$ cat config.mk
export PLATFORM = sky130hd
export DESIGN_NAME = tmds_period_decoder
export DESIGN_NICKNAME = d
export VERILOG_FILES = /design/src/rtl/tmds_pkg.sv /design/src/rtl/tmds_period_decoder_sym_classify.sv /design/src/rtl/tmds_period_decoder.sv
export SDC_FILE = /design/constraint.sdc
export NUM_CORES = 1
export LEC_CHECK = 0
export CORE_MARGIN = 2
export CORE_UTILIZATION = 30
export CTS_BUF_LIST = sky130_fd_sc_hd__clkbuf_16
export DETAILED_ROUTE_END_ITERATION = 12
export DONT_BUFFER_PORTS = 1
export GPL_TIMING_DRIVEN = 0
export PLACE_DENSITY = 0.46
export SLEW_MARGIN = 10
export SYNTH_ARGS = -nofsm -noshare
export SYNTH_HDL_FRONTEND = slang
export SYNTH_SLANG_ARGS = --single-unit
$ cat constraint.sdc
create_clock -name clk -period 4.75 [get_ports clk]
set_input_delay 0.475 -clock clk [delete_from_list [all_inputs] [get_ports clk]]
set_output_delay 0.475 -clock clk [all_outputs]
set_load 0.02 [all_outputs]
$ cat src/rtl/tmds_pkg.sv
// Shared constants and encodings for the TMDS period-aware receive decoder.
// TERC4 decode and data-island tracking are enabled by defining TMDS_TERC4_EN.
package tmds_pkg;

    // Control tokens, indexed by the 2b C value they carry
    localparam logic [9:0] CTRL_00 = 10'b1101010100;
    localparam logic [9:0] CTRL_01 = 10'b0010101011;
    localparam logic [9:0] CTRL_10 = 10'b0101010100;
    localparam logic [9:0] CTRL_11 = 10'b1010101011;

    // Guard-band symbols
    localparam logic [9:0] GB_VID_CH02 = 10'b1011001100;
    localparam logic [9:0] GB_VID_CH1  = 10'b0100110011;
    localparam logic [9:0] GB_DAT_CH12 = 10'b0100110011;

`ifdef TMDS_TERC4_EN
    // TERC4 code table, nibble 0..F
    localparam logic [9:0] TERC4_TAB [16] = '{
        10'b1010011100, 10'b1001100011, 10'b1011100100, 10'b1011100010,
        10'b0101110001, 10'b0100011110, 10'b0110001110, 10'b0100111100,
        10'b1011001100, 10'b0100111001, 10'b0110011100, 10'b1011000110,
        10'b1010001110, 10'b1001110001, 10'b0101100011, 10'b1011000011
    };
`endif

    // Period code presented on the period output
    typedef enum logic [2:0] {
        P_CTRL = 3'd0,
        P_PRE  = 3'd1,
        P_VGB  = 3'd2,
        P_VID  = 3'd3,
        P_DGB  = 3'd4,
        P_DATA = 3'd5
    } period_e;

    // Tracker state; trailing data guard is its own state but reports P_DGB
    typedef enum logic [2:0] {
        S_CTRL = 3'd0,
        S_PRE  = 3'd1,
        S_VGB  = 3'd2,
        S_VID  = 3'd3,
        S_DGB  = 3'd4,
        S_DATA = 3'd5,
        S_DTRL = 3'd6
    } state_e;

    // Latched preamble type
    typedef enum logic {
        PRE_VID = 1'b0,
        PRE_DAT = 1'b1
    } pre_e;

endpackage

$ cat src/rtl/tmds_period_decoder_sym_classify.sv
// Per-channel stage 1: registered video decode plus control/guard/TERC4 matching.
// TERC4 matching is present only when TMDS_TERC4_EN is defined.
module tmds_sym_classify
    import tmds_pkg::*;
#(
    parameter int CH = 0
) (
    input  logic       clk,
    input  logic       rst,
    input  logic       en,
    input  logic [9:0] d,
    output logic [7:0] dec_q,
    output logic       ctrl_q,
    output logic [1:0] c_q,
    output logic       vgb_q,
    output logic       dgb_q,
    output logic       t4_q,
    output logic [3:0] nib_q
);

    logic [7:0] m;
    logic [7:0] dec_d;
    logic       ctrl_d;
    logic [1:0] c_d;
    logic       vgb_d;
    logic       dgb_d;
    logic       t4_d;
    logic [3:0] nib_d;

    // Decode and classify the incoming symbol
    always_comb begin
        m = d[9] ? ~d[7:0] : d[7:0];
        dec_d[0] = m[0];
        for (int i = 1; i < 8; i++) begin
            dec_d[i] = d[8] ? (m[i] ^ m[i-1]) : ~(m[i] ^ m[i-1]);
        end
        ctrl_d = 1'b1;
        c_d    = 2'b00;
        case (d)
            CTRL_00: c_d = 2'b00;
            CTRL_01: c_d = 2'b01;
            CTRL_10: c_d = 2'b10;
            CTRL_11: c_d = 2'b11;
            default: ctrl_d = 1'b0;
        endcase
        vgb_d = (d == ((CH == 1) ? GB_VID_CH1 : GB_VID_CH02));
        t4_d  = 1'b0;
        nib_d = 4'h0;
`ifdef TMDS_TERC4_EN
        dgb_d = (CH != 0) && (d == GB_DAT_CH12);
        for (int k = 0; k < 16; k++) begin
            if (d == TERC4_TAB[k]) begin
                t4_d  = 1'b1;
                nib_d = 4'(k);
            end
        end
`else
        dgb_d = 1'b0;
`endif
    end

    // Stage-1 register, advancing only on valid symbols
    always_ff @(posedge clk) begin
        if (rst) begin
            dec_q  <= '0;
            ctrl_q <= 1'b0;
            c_q    <= '0;
            vgb_q  <= 1'b0;
            dgb_q  <= 1'b0;
            t4_q   <= 1'b0;
            nib_q  <= '0;
        end else if (en) begin
            dec_q  <= dec_d;
            ctrl_q <= ctrl_d;
            c_q    <= c_d;
            vgb_q  <= vgb_d;
            dgb_q  <= dgb_d;
            t4_q   <= t4_d;
            nib_q  <= nib_d;
        end
    end

endmodule

$ cat src/rtl/tmds_period_decoder.sv
// Three-channel TMDS decoder with HDMI period tracking and error counting.
// Define TMDS_TERC4_EN to enable TERC4 decode and data-island periods.
module tmds_period_decoder
    import tmds_pkg::*;
#(
    parameter int PREAMBLE_LEN = 8,
    parameter int ERRW         = 16,
    parameter int GB_LEN       = 2
) (
    input  logic            clk,
    input  logic            rst,
    input  logic            en,
    input  logic [29:0]     d,
    output logic [23:0]     q,
    output logic [5:0]      c,
    output logic [11:0]     terc4,
    output logic [2:0]      period,
    output logic            de,
    output logic            valid,
    output logic            sym_err,
    output logic [ERRW-1:0] err_cnt,
    input  logic            clr_err
);

    localparam int CW = $clog2(PREAMBLE_LEN + 1);
    localparam int GW = $clog2(GB_LEN + 1);

    logic [23:0] s1_q;
    logic [5:0]  s1_c;
    logic [11:0] s1_nib;
    logic [2:0]  s1_ctrl, s1_vgb, s1_dgb, s1_t4;

    for (genvar g = 0; g < 3; g++) begin : g_ch
        tmds_sym_classify #(.CH(g)) u_cls (
            .clk    (clk),
            .rst    (rst),
            .en     (en),
            .d      (d[10*g +: 10]),
            .dec_q  (s1_q[8*g +: 8]),
            .ctrl_q (s1_ctrl[g]),
            .c_q    (s1_c[2*g +: 2]),
            .vgb_q  (s1_vgb[g]),
            .dgb_q  (s1_dgb[g]),
            .t4_q   (s1_t4[g]),
            .nib_q  (s1_nib[4*g +: 4])
        );
    end

    state_e          st_q, st_d;
    pre_e            pre_q, pre_d, new_pre;
    period_e         period_q, wp;
    logic [CW-1:0]   cnt_q, cnt_d;
    logic [GW-1:0]   gb_q, gb_d, gb_inc;
    logic [23:0]     q_q;
    logic [5:0]      c_q;
    logic [11:0]     terc4_q;
    logic [ERRW-1:0] err_cnt_q, err_cnt_d;
    logic            v1_q, v1_d;
    logic            valid_q, valid_d;
    logic            de_q, sym_err_q;
    logic            err, adv;
    logic            vid_pre, dat_pre, is_pre;
    logic            vguard, dguard, all_ctrl;
    logic            ctrl_bad, t4_bad, cnt_full, gb_last;

    // Period tracker: classify the stage-1 word and pick the next state
    always_comb begin
        v1_d    = v1_q | en;
        adv     = en & v1_q;
        valid_d = adv;
        vid_pre = s1_ctrl[1] & s1_ctrl[2] &
                  (s1_c[3:2] == 2'b01) & (s1_c[5:4] == 2'b00);
`ifdef TMDS_TERC4_EN
        dat_pre = s1_ctrl[1] & s1_ctrl[2] &
                  (s1_c[3:2] == 2'b01) & (s1_c[5:4] == 2'b01);
        dguard  = s1_dgb[1] & s1_dgb[2];
`else
        dat_pre = 1'b0;
        dguard  = 1'b0;
`endif
        is_pre   = vid_pre | dat_pre;
        new_pre  = dat_pre ? PRE_DAT : PRE_VID;
        vguard   = &s1_vgb;
        all_ctrl = &s1_ctrl;
        ctrl_bad = |(~s1_ctrl & ~s1_vgb & ~s1_dgb);
        t4_bad   = ~&s1_t4;
        cnt_full = (cnt_q >= CW'(PREAMBLE_LEN));
        gb_inc   = gb_q + 1'b1;
        gb_last  = (gb_inc >= GW'(GB_LEN));

        st_d  = st_q;
        pre_d = pre_q;
        cnt_d = cnt_q;
        gb_d  = gb_q;
        wp    = P_CTRL;
        err   = 1'b0;

        unique case (st_q)
            S_CTRL: begin
                err = ctrl_bad;
                if (is_pre) begin
                    st_d  = S_PRE;
                    pre_d = new_pre;
                    cnt_d = CW'(1);
                    wp    = P_PRE;
                end
            end
            S_PRE: begin
                if (is_pre) begin
                    wp  = P_PRE;
                    err = ctrl_bad;
                    if (new_pre == pre_q) begin
                        cnt_d = cnt_full ? cnt_q : cnt_q + 1'b1;
                    end else begin
                        pre_d = new_pre;
                        cnt_d = CW'(1);
                    end
                end else if ((vguard && pre_q == PRE_VID) ||
                             (dguard && pre_q == PRE_DAT)) begin
                    cnt_d = '0;
                    if (cnt_full) begin
                        gb_d = GW'(1);
                        if (pre_q == PRE_VID) begin
                            wp   = P_VGB;
                            st_d = (GB_LEN <= 1) ? S_VID : S_VGB;
                        end else begin
                            wp   = P_DGB;
                            st_d = (GB_LEN <= 1) ? S_DATA : S_DGB;
                        end
                    end else begin
                        err  = 1'b1;
                        st_d = S_CTRL;
                    end
                end else begin
                    err   = ~all_ctrl;
                    cnt_d = '0;
                    st_d  = S_CTRL;
                end
            end
            S_VGB: begin
                if (vguard) begin
                    wp   = P_VGB;
                    gb_d = gb_inc;
                    if (gb_last) begin
                        gb_d = '0;
                        st_d = S_VID;
                    end
                end else begin
                    wp   = P_VID;
                    err  = 1'b1;
                    gb_d = '0;
                    st_d = S_VID;
                end
            end
            S_VID: begin
                if (s1_ctrl[0]) begin
                    st_d = S_CTRL;
                end else begin
                    wp = P_VID;
                end
            end
            S_DGB: begin
                wp   = P_DGB;
                gb_d = gb_inc;
                if (gb_last) begin
                    gb_d = '0;
                    st_d = S_DATA;
                end
            end
            S_DATA: begin
                if (dguard) begin
                    wp   = P_DGB;
                    gb_d = GW'(1);
                    st_d = (GB_LEN <= 1) ? S_CTRL : S_DTRL;
                end else begin
                    wp  = P_DATA;
                    err = t4_bad;
                end
            end
            S_DTRL: begin
                wp   = P_DGB;
                gb_d = gb_inc;
                if (gb_last) begin
                    gb_d = '0;
                    st_d = S_CTRL;
                end
            end
            default: st_d = S_CTRL;
        endcase

        err_cnt_d = err_cnt_q;
        if (clr_err) begin
            err_cnt_d = '0;
        end else if (adv && err && !(&err_cnt_q)) begin
            err_cnt_d = err_cnt_q + 1'b1;
        end
    end

    // Stage-2 register: tracker state and all registered outputs
    always_ff @(posedge clk) begin
        if (rst) begin
            v1_q      <= 1'b0;
            valid_q   <= 1'b0;
            err_cnt_q <= '0;
            st_q      <= S_CTRL;
            pre_q     <= PRE_VID;
            cnt_q     <= '0;
            gb_q      <= '0;
            period_q  <= P_CTRL;
            de_q      <= 1'b0;
            sym_err_q <= 1'b0;
            q_q       <= '0;
            c_q       <= '0;
            terc4_q   <= '0;
        end else begin
            v1_q      <= v1_d;
            valid_q   <= valid_d;
            err_cnt_q <= err_cnt_d;
            if (adv) begin
                st_q      <= st_d;
                pre_q     <= pre_d;
                cnt_q     <= cnt_d;
                gb_q      <= gb_d;
                period_q  <= wp;
                de_q      <= (wp == P_VID);
                sym_err_q <= err;
                q_q       <= s1_q;
                c_q       <= s1_c;
                terc4_q   <= s1_nib;
            end
        end
    end

    assign q       = q_q;
    assign c       = c_q;
    assign terc4   = terc4_q;
    assign period  = period_q;
    assign de      = de_q;
    assign valid   = valid_q;
    assign sym_err = sym_err_q;
    assign err_cnt = err_cnt_q;

endmodule

==> flow_metrics.env <==
export IMPL_cts_max_path_buffers=2
export IMPL_clock_fmax_mhz=410.6
export IMPL_cts_root_buffer="clkbuf_16"
export IMPL_status="complete, no violations"
export IMPL_syn_avg_cell_area_sq_um=8.237
export IMPL_die_w_um=129.4
export IMPL_post_route_util_pct=34.72
export IMPL_yosys_most_used_dff="dfxtp_1"
export IMPL_drive_above_1_share_pct=6.333
export IMPL_yosys_warnings=0
export IMPL_first_global_vias=3973
export IMPL_p_per_area_nw_per_um2=335.7
export IMPL_grt_overflow=0
export IMPL_dieArea_sq_um=16750
export IMPL_min_delay_path_class="input port to flop"
export IMPL_antenna_cells=0
export IMPL_cp_slowest_cell="nor4_1"
export IMPL_placed_cell_area_sq_um=5025
export IMPL_ys_seq_area_share_pct=41.57
export IMPL_ys_ff_latch=98
export IMPL_track_usage_pct=15.29
export IMPL_wl_mm=12.52
export IMPL_h_tree_depth=3
export IMPL_async_flop_share_pct=0
export IMPL_peakVddDrop_mv=0.1803
export IMPL_design_area_sq_um=5318
export IMPL_post_cts_setup_buffer_count=0
export IMPL_drv_cap=0
export IMPL_fin_tns_setup_ps=0
export IMPL_p_sw_share_pct=25.71
export IMPL_yosysUniqueCellTypes=54
export IMPL_finalHoldViolCount=0
export IMPL_maxSlewViolCount=0
export IMPL_cts_sinks=98
export IMPL_worst_pin_slew_ps=720.6
export IMPL_rows=45
export IMPL_vias=4063
export IMPL_min_period_ps=2436
export IMPL_layout_nets=641
export IMPL_drtPass1Iterations=4
export IMPL_wl_per_cell_um=15.43
export IMPL_drcViolationCount=0
export IMPL_setup_worst_path_end_class="flop"
export IMPL_syn_inst=573
export IMPL_ctsResizeCount=0
export IMPL_power_static_leakage_nw=1.824
export IMPL_hold_buffers=0
export IMPL_crit_arrival_ps=2650
export IMPL_busiest_layer="met2"
export IMPL_crit_type="flop to flop"
export IMPL_detail_route_vias_per_cell=5.010
export IMPL_critPathRequiredTime_ps=4960
export IMPL_io_pins=98
export IMPL_slew_headroom_pct=51.96
export IMPL_clk_latency_ps=350
export IMPL_post_route_period_util_pct=51.28
export IMPL_cts_tree="yes"
export IMPL_slowest_delay_ps=630
export IMPL_p_sw_uw=459.0
export IMPL_worstSetupStartpointType="flop"
export IMPL_grt_pass1_wl_mm=19.99
export IMPL_final_antenna_net_count=0
export IMPL_core_sq_um=15310
export IMPL_gp_congestion=0.8168
export IMPL_p_seq_share_pct=49.0
export IMPL_drt_iter0_drc=167
export IMPL_path_cells="and4_1 -> nand2_1 -> nor4_1 -> clkbuf_1 -> or4_1 -> a21oi_1"
export IMPL_nFillCells=1671
export IMPL_synth_edff_count=0
export IMPL_gr_usage_met1_pct=18.23
export IMPL_cts_made_buffers=9
export IMPL_clkTransAtPathRegs_ps=70
export IMPL_cp_max_fo=10
export IMPL_start_util_pct=30.82
export IMPL_dpl_hpwl_mm=9.462
export IMPL_die_height_um=129.4
export IMPL_grt_max_degree=17
export IMPL_port_buffer_count=0
export IMPL_areaGrowthSynthToFinish_pct=12.67
export IMPL_clock_power_share_pct=41.4
export IMPL_power_internal_mw=1.326
export IMPL_grt_use_met3_pct=5.326
export IMPL_setup_viol=0
export IMPL_final_setup_skew_ps=7.608
export IMPL_use_met2_pct=26.07
export IMPL_pwr_share_comb_pct=9.6
export IMPL_synth_area_sq_um=4720
export IMPL_rsz0062_at_grt="no"
export IMPL_antenna_found_initial=0
==> kinds of logic (layout without fill, tap and decap cells) <==
kind of cell             count (synthesis)  after routing  synth area share [%]
adder cells (fa/ha/maj)                 12             12                 3.181
buffers and inverters                   69             85                 6.681
XOR/XNOR                                36             36                 6.681
AO/OA/AOI/OAI                          125            125                 16.68
flip-flops                              98             98                 41.57
multiplexers                            10             10                 2.121
AND/OR/NAND/NOR                        222            222                 23.01
other                                    1             12               0.07946
==> cells in the mapped netlist (6+ instances only) <==
cell       n  area [sq um]
nor3_1    11         55.05
mux2i_1   10         100.1
buf_4     12         90.09
dfxtp_1   98          1962
a21oi_1   55         275.3
xnor2_1   34         297.8
or4_1      6         45.04
nand3_1   11         55.05
clkbuf_1  26         97.59
o21ai_0   15         75.07
a211oi_1  25         187.7
buf_1      8         30.03
inv_1     19         71.32
nor2_1    59         221.5
ha_1      12         150.1
o31ai_1    6         45.04
nand4_1   11         68.82
nand2_1   84         315.3
==> cell usage in the layout, fill, tap and decap left out, types with 3 or more instances in the layout <==
cell type  instances
a211oi_1          25
a21oi_1           55
and3_1             5
buf_1              8
buf_2              3
buf_4             12
clkbuf_1          26
clkbuf_16          9
conb_1            12
dfxtp_1           98
ha_1              12
inv_1             20
mux2i_1           10
nand2_1           84
nand2b_1           5
nand3_1           11
nand4_1           11
nand4b_1           5
nor2_1            59
nor3_1            11
nor4bb_1           4
o211ai_1           3
o21ai_0           15
o31ai_1            6
o41ai_1            4
or3_1              4
or4_1              6
xnor2_1           34
==> critical path, delay by kind of cell (launching register included) <==
family          cells  cell delay [ps]
compound gates      1               60
simple gates        4             1270
flops               1              540
buf+inv             1              430
==> area by class of cell <==
| type | count | area [sq um] | area share [%] |
|---|---|---|---|
| well taps | 211 | 264.0 | 4.965 |
| clock buffers | 9 | 225.2 | 4.235 |
| flip-flops and latches | 98 | 1962 | 36.89 |
| multi-input cells | 417 | 2484 | 46.71 |
| inverters | 19 | 71.32 | 1.341 |
| plain buffers | 50 | 244.0 | 4.588 |
| clock inverters | 7 | 67.56 | 1.271 |
==> state kept, by name, indices dropped and copies added, names as in the netlist, 2 cells and up <==
name               cells
q                     24
err_cnt               16
cnt_q                  4
gb_q                   2
g_ch.u_cls.ctrl_q      3
c                      6
g_ch.u_cls.c_q         6
g_ch.u_cls.vgb_q       3
st_q                   3
g_ch.u_cls.dec_q      24
period                 3
==> worst paths after layout <==
path / slack (ps) / start / cells after the start / to
min: 330 / d[25] / 2 / g_ch[2].u_cls.dec_q[6]
max: 2310 / err_cnt[4] / 6 / err_cnt[7]
max reg2reg: 2310 / err_cnt[4] / 6 / err_cnt[7]
min reg2reg: 450 / gb_q[1] / 2 / gb_q[1]
==> metal layers <==
layer / vias to the layer above / wire (um)
met3: 10 / 886
met5: - / 0
met4: 0 / 139
met1: 1921 / 5520
li1: 2023 / -
met2: 109 / 5968
==> metrics by stage <==
step / power (mW) / std cells / hold slack (ps) / setup WS, ps
finish: 1.785 / 811 / 328.5 / 2314
floorplan: 1.026 / 584 / 426.6 / 2629
detailed placement: 1.067 / 795 / 443.8 / 2352
global route: 1.862 / 811 / 315.6 / 2100
CTS: 1.810 / 811 / 313.7 / 2330
global placement: 1.065 / 795 / 442.9 / 2359
==> power groups by stage <==
stage                     Sequential, mW  Combinational [mW]  Clock (mW)
after floorplan                    0.888               0.138           0
after global placement             0.894               0.172           0
after detailed placement           0.894               0.173           0
after CTS                          0.875               0.174       0.761
after global routing               0.878               0.192       0.791
final                              0.875               0.171       0.740
(Power assumes the default switching activity.)
